$ cat src/rtl/sram_port_ctrl.sv
// Load/store front end for the sram block: request checking, sram port drive,
// lane extraction/extension and a 2-entry in-order response buffer.
module sram_port_ctrl #(
  parameter int DEPTH = 1024
) (
  input  logic                          clk,
  input  logic                          reset_n,
  input  logic                          req_valid,
  output logic                          req_ready,
  input  logic                          req_write,
  input  logic [31:0]                   req_addr,
  input  logic [1:0]                    req_size,
  input  logic                          req_unsigned,
  input  logic [31:0]                   req_wdata,
  output logic                          resp_valid,
  input  logic                          resp_ready,
  output logic [31:0]                   resp_rdata,
  output logic                          resp_err,
  output logic                          sram_read_req,
  output logic [$clog2(DEPTH)-1:0]      sram_read_addr,
  input  logic [31:0]                   sram_read_data,
  output logic                          sram_write_req,
  output logic [$clog2(DEPTH)-1:0]      sram_write_addr,
  output logic [3:0]                    sram_write_byte_en,
  output logic [31:0]                   sram_write_data
);

  localparam int LOGDEPTH = $clog2(DEPTH);

  // Request decode
  logic                w_err;
  logic                w_accept;
  logic                w_push;
  logic                w_pop;
  logic [2:0]          w_occ;
  logic [LOGDEPTH-1:0] w_word_addr;
  logic [3:0]          w_byte_en;
  logic [31:0]         w_wdata_rep;

  // Pending (accepted last cycle) request
  logic                r_pend_valid;
  logic                r_pend_write;
  logic                r_pend_err;
  logic [1:0]          r_pend_size;
  logic                r_pend_unsigned;
  logic [1:0]          r_pend_lane;

  // Response buffer
  logic [31:0]         r_buf_data [2];
  logic                r_buf_err  [2];
  logic                r_rd_ptr;
  logic                r_wr_ptr;
  logic [1:0]          r_count;

  logic [7:0]          w_lane_byte;
  logic [15:0]         w_lane_half;
  logic [31:0]         w_push_data;

  always_comb begin
    w_err = 1'b0;
    case (req_size)
      2'b00:   w_err = 1'b0;
      2'b01:   w_err = req_addr[0];
      2'b10:   w_err = (req_addr[1:0] != 2'b00);
      default: w_err = 1'b1;
    endcase
    if ((req_addr >> (LOGDEPTH + 2)) != 32'd0) w_err = 1'b1;
  end

  assign w_pop     = resp_valid && resp_ready;
  assign w_occ     = {1'b0, r_count} + {2'b00, r_pend_valid} - {2'b00, w_pop};
  // resp_ready feeds req_ready combinationally so a full pipe still sustains one request per cycle.
  assign req_ready = reset_n && (w_occ < 3'd2);
  assign w_accept  = req_valid && req_ready;

  assign w_word_addr = req_addr[LOGDEPTH+1:2];

  always_comb begin
    w_byte_en   = 4'b1111;
    w_wdata_rep = req_wdata;
    case (req_size)
      2'b00: begin
        w_byte_en   = 4'b0001 << req_addr[1:0];
        w_wdata_rep = {4{req_wdata[7:0]}};
      end
      2'b01: begin
        w_byte_en   = 4'b0011 << {req_addr[1], 1'b0};
        w_wdata_rep = {2{req_wdata[15:0]}};
      end
      default: begin
        w_byte_en   = 4'b1111;
        w_wdata_rep = req_wdata;
      end
    endcase
  end

  always_comb begin
    sram_read_req      = 1'b0;
    sram_read_addr     = '0;
    sram_write_req     = 1'b0;
    sram_write_addr    = '0;
    sram_write_byte_en = 4'b0000;
    sram_write_data    = 32'd0;
    if (w_accept && !w_err) begin
      if (req_write) begin
        sram_write_req     = 1'b1;
        sram_write_addr    = w_word_addr;
        sram_write_byte_en = w_byte_en;
        sram_write_data    = w_wdata_rep;
      end else begin
        sram_read_req  = 1'b1;
        sram_read_addr = w_word_addr;
      end
    end
  end

  assign w_lane_byte = sram_read_data[{r_pend_lane, 3'b000} +: 8];
  assign w_lane_half = sram_read_data[{r_pend_lane[1], 4'b0000} +: 16];

  always_comb begin
    w_push_data = 32'd0;
    if (!r_pend_write && !r_pend_err) begin
      case (r_pend_size)
        2'b00:   w_push_data = r_pend_unsigned ? {24'd0, w_lane_byte}
                                               : {{24{w_lane_byte[7]}}, w_lane_byte};
        2'b01:   w_push_data = r_pend_unsigned ? {16'd0, w_lane_half}
                                               : {{16{w_lane_half[15]}}, w_lane_half};
        default: w_push_data = sram_read_data;
      endcase
    end
  end

  assign w_push = r_pend_valid;

  always_ff @(posedge clk) begin
    if (!reset_n) begin
      r_pend_valid    <= 1'b0;
      r_pend_write    <= 1'b0;
      r_pend_err      <= 1'b0;
      r_pend_size     <= 2'b00;
      r_pend_unsigned <= 1'b0;
      r_pend_lane     <= 2'b00;
      r_buf_data[0]   <= 32'd0;
      r_buf_data[1]   <= 32'd0;
      r_buf_err[0]    <= 1'b0;
      r_buf_err[1]    <= 1'b0;
      r_rd_ptr        <= 1'b0;
      r_wr_ptr        <= 1'b0;
      r_count         <= 2'd0;
    end else begin
      r_pend_valid <= w_accept;
      if (w_accept) begin
        r_pend_write    <= req_write;
        r_pend_err      <= w_err;
        r_pend_size     <= req_size;
        r_pend_unsigned <= req_unsigned;
        r_pend_lane     <= req_addr[1:0];
      end
      if (w_push) begin
        r_buf_data[r_wr_ptr] <= w_push_data;
        r_buf_err[r_wr_ptr]  <= r_pend_err;
        r_wr_ptr             <= ~r_wr_ptr;
      end
      if (w_pop) r_rd_ptr <= ~r_rd_ptr;
      r_count <= r_count + {1'b0, w_push} - {1'b0, w_pop};
    end
  end

  assign resp_valid = (r_count != 2'd0);
  assign resp_rdata = r_buf_data[r_rd_ptr];
  assign resp_err   = r_buf_err[r_rd_ptr];

endmodule

$ cat config.mk
export PLATFORM = sky130hd
export DESIGN_NAME = sram_port_ctrl
export DESIGN_NICKNAME = d
export VERILOG_FILES = /design/src/rtl/sram_port_ctrl.sv
export SDC_FILE = /design/constraint.sdc
export NUM_CORES = 1
export LEC_CHECK = 0
export BUFFER_PORTS_ARGS = -buffer_cell sky130_fd_sc_hd__buf_2
export CAP_MARGIN = 20
export CORE_MARGIN = 8
export CORE_UTILIZATION = 30
export DETAILED_ROUTE_END_ITERATION = 7
export PLACE_DENSITY = 0.65
export SYNTH_ARGS = -nofsm -noshare
export SYNTH_HDL_FRONTEND = slang
export SYNTH_SLANG_ARGS = --single-unit
$ cat constraint.sdc
create_clock -name clk -period 3.9 [get_ports clk]
set_input_delay 0.585 -clock clk [delete_from_list [all_inputs] [get_ports clk]]
set_output_delay 0.585 -clock clk [all_outputs]
set_load 0.005 [all_outputs]
==> metrics.txt <==
Final Hold Viols=0; first drt pass iteration count=4; DIE HEIGHT=143.2 um; TritonCTS Buffers=9; Residual DRC=0; Crit-path slowest cell=or3_4; Max FO, Critical Path=6; Worst-Margin Slew=855.9 ps; Hold Crit Class=flop to flop; CTS tree=done; Total Routing Usage GR=15.30%; Lkg Pwr=0.003197 uW; final wirelength=16360 um; Root Buffer=clkbuf_16; die span in x=143.2 um; met3 usage=4.841%; R2R cell count=15; post-route cell area=6518 um2; CP delay by family, top=simple AND/OR/NAND/NOR gates; layout cell share with drive strength beyond 1=47.50%; FF+latch count, synth=79; Cells after Synth=458; fin. max-slew vios=0; hpwl dp=12000 um; Worst R2R Start=r_count[1]; initial antenna violation count=1; total power=2951 uW; worst hold path stage count=2; Post-Synth Adder-Cell Area=0.9286%; min Tclk post-route=3801 ps; most used cell, CP=ha_4; crit path DAT=3220 ps; Synth Cell Area=4851 um2; Syn. warnings=0; maximum VDD drop=0.0002247 V; GR peak layer=met2; nets=762; antenna viol nets, final=0; max_cap viols=0; IO Pins=197; Seq/Total Area, Yosys=45.81%; fmax=263.1 MHz; pin count of the biggest net entering global routing=34; pwr dens=452.8 nW/um2; Clk Latency, worst-skew pair=340 ps; first-pass GRT wire length=24090 um; DR iter-0 viols=254; Largest stage delay, worst path=460 ps; Clock Tree Buf Depth=2; hold path startpoint=r_pend_write; grt met1 use=17.83%; largest family of logic cells by synthesized area=simple AND/OR/NAND/NOR gates; worst reg-to-reg setup slack=1050 ps; Layout Skew=6.038 ps; WP depth=12; Placement Cell Area=6048 um2; crit path cell chain=or2_4 -> and2_4 -> ha_4 -> inv_2 -> ha_4 -> fa_2 -> xor2_2 -> nand4b_4 -> buf_4 -> or3_4 -> nor3_2 -> buf_2; area grow syn2layout=34.36%; crit path from=r_count[1]; Synth Area in Simple Gates=19.63%; Yosys cell types=41; met2 Use GR=26.63%; DR vias=4325; worst rel slew slack=42.86%; total gr overflow=0; Tcrit/Tclk final=97.47%; Compound-Gate Fraction of Synth Area=13.62%; DR WL/cell=18.69 um; critical path class=flop to output pin; number of global-route vias before repair=4427; Worst Hold Path EP=r_pend_write; port bufs=196; Mapped Avg Cell Area=10.59 um2; RSZ-0062 raised after global routing=yes; Synth Area in XOR/XNOR=0.3611%; FP Rows=46; Synthesized Nets=565; mux share of post-synthesis cell area=15.58%; ANT cells=0; vias per cell=4.943; Clock Sinks=79; crit end category=output pin; CTS H-tree lvls=3; WP data required=3310 ps; Core Box Area=15830 um2; RD Place Congestion=0.8013; CP Launch Type=flop; r2r endpoint=r_pend_err; die area=20490 um2; Core Util, Final=41.18%; # setup viols final=0; Initial Util=30.65%; Worst-path clk slew=50 ps; status=complete, no violations; WP buf/inv=3; post-route setup TNS=0 ps
[synth_stat cells (all sizes together)]
library cell	instances	area (um2)
edfxtp	64	1922
mux2	42	473.0
a21o	40	300.3
nand2	39	146.4
nor2	30	112.6
and3	28	175.2
mux2i	26	260.3
clkbuf	24	90.09
nor3	22	211.5
a21oi	19	95.09
dfxtp	15	300.3
nand3	13	65.06
o21ai	13	65.06
buf	12	73.81
and2	11	68.82
o211ai	9	67.56
a221o	8	80.08
a21boi	7	52.55
inv	7	26.28
nor4	6	52.55
nand2b	5	31.28
nor2b	4	25.02
clkinv	2	7.510
ha	2	25.02
or3	2	17.52
and3b	1	8.760
fa	1	20.02
mux4	1	22.52
nand3b	1	7.510
nand4b	1	23.77
or2	1	6.260
xnor2	1	8.760
xor2	1	8.760
[kinds of logic (layout without fill, tap and decap cells)]
kind of cell / Yosys count / after routing
buffers and inverters: 45 / 244
muxes: 69 / 69
adders and majority gates: 3 / 3
AOI/OAI and AO/OA: 96 / 96
and+or+nand+nor: 164 / 166
DFF: 79 / 79
xor gates and xnor gates: 2 / 2
[tightest hold or removal path, cell delays in order (launching register included)]
cell,delay [ps]
dfxtp_1,320
nand2_1,50
a21boi_0,60
[per-stage QoR]
stage | setup WS (ps) | hold slack (ps) | std cells
2_1_floorplan | 472.9 | 447.5 | 458
3_3_place_gp | 244.9 | 466.2 | 846
3_5_place_dp | 204.6 | 481.9 | 846
4_1_cts | -41.01 | 493.6 | 864
5_1_grt | -12.01 | 511.9 | 875
6_report | 98.74 | 484.6 | 875
[state kept, by name (all words and copies together) (netlist names), named ones only]
| name | flops |
|---|---|
| r_wr_ptr | 1 |
| r_pend_size | 2 |
| r_pend_valid | 1 |
| r_buf_err | 2 |
| r_rd_ptr | 1 |
| r_pend_unsigned | 1 |
| r_pend_err | 1 |
| r_pend_lane | 2 |
| r_count | 2 |
| r_buf_data | 64 |
| r_pend_write | 1 |
[repair_timing]
action | 4_1_cts | 5_1_grt
endpoints found under the setup margin | 54 | 56
cloned | 1 | 2
buffers inserted | 2 | 10
resized for setup | 5 | 20
pin swaps | 3 | 9
hold buffers | 0 | 0
[how the worst max path moves through the flow]
stage / to / slack (ps)
CTS: sram_write_addr[4] / -40
global placement: sram_write_data[22] / 240
detailed placement: sram_write_data[22] / 200
floorplan: sram_write_data[10] / 470
finish: sram_write_data[16] / 100
global route: sram_read_addr[6] / -10
[layout by cell type (no fill, tap or decap), types with 2 or more instances in the layout]
master     instances
nor2b_1            4
clkinv_1           3
and3_4             2
and3_1            26
nor3_2            19
nor4_1             5
edfxtp_1          64
buf_2            195
inv_1              6
dfxtp_1           14
a21boi_0           7
clkinv_2           3
clkbuf_16          9
and2_1            10
buf_4             19
mux2i_1           26
nor3_4             2
nand2b_1           5
a21oi_1           19
a221o_1            8
o21ai_0           12
or3_4              3
o211ai_1           9
buf_6              3
nor2_1            30
ha_4               2
nand2_1           38
nand3_1           13
buf_8              2
mux2_2            42
a21o_1            40
[report_power, final]
| group | total, uW | switching, uW | internal [uW] |
|---|---|---|---|
| sequential | 1170 | 81.8 | 1090 |
| combinational | 1040 | 528 | 508 |
| clock | 741 | 320 | 421 |
| total | 2950 | 929 | 2020 |
[area by class of cell]
cell class | count | area [um2]
Clock buffer | 10 | 229.0
Clock inverter | 5 | 26.28
Fill cell | 1568 | 9310
Inverter | 9 | 33.78
Multi-Input combinational cell | 336 | 2522
Sequential cell | 79 | 2226
Tap cell | 216 | 270.3
Timing Repair Buffer | 220 | 1210
[routing by layer]
layer | vias to the layer above | part of all wire (%)
li1 | 2086 | -
met1 | 2026 | 41
met2 | 196 | 49
met3 | 15 | 8.1
met4 | 2 | 1.2
met5 | - | 0.061
No activity file was read; power rests on OpenSTA's default activity.
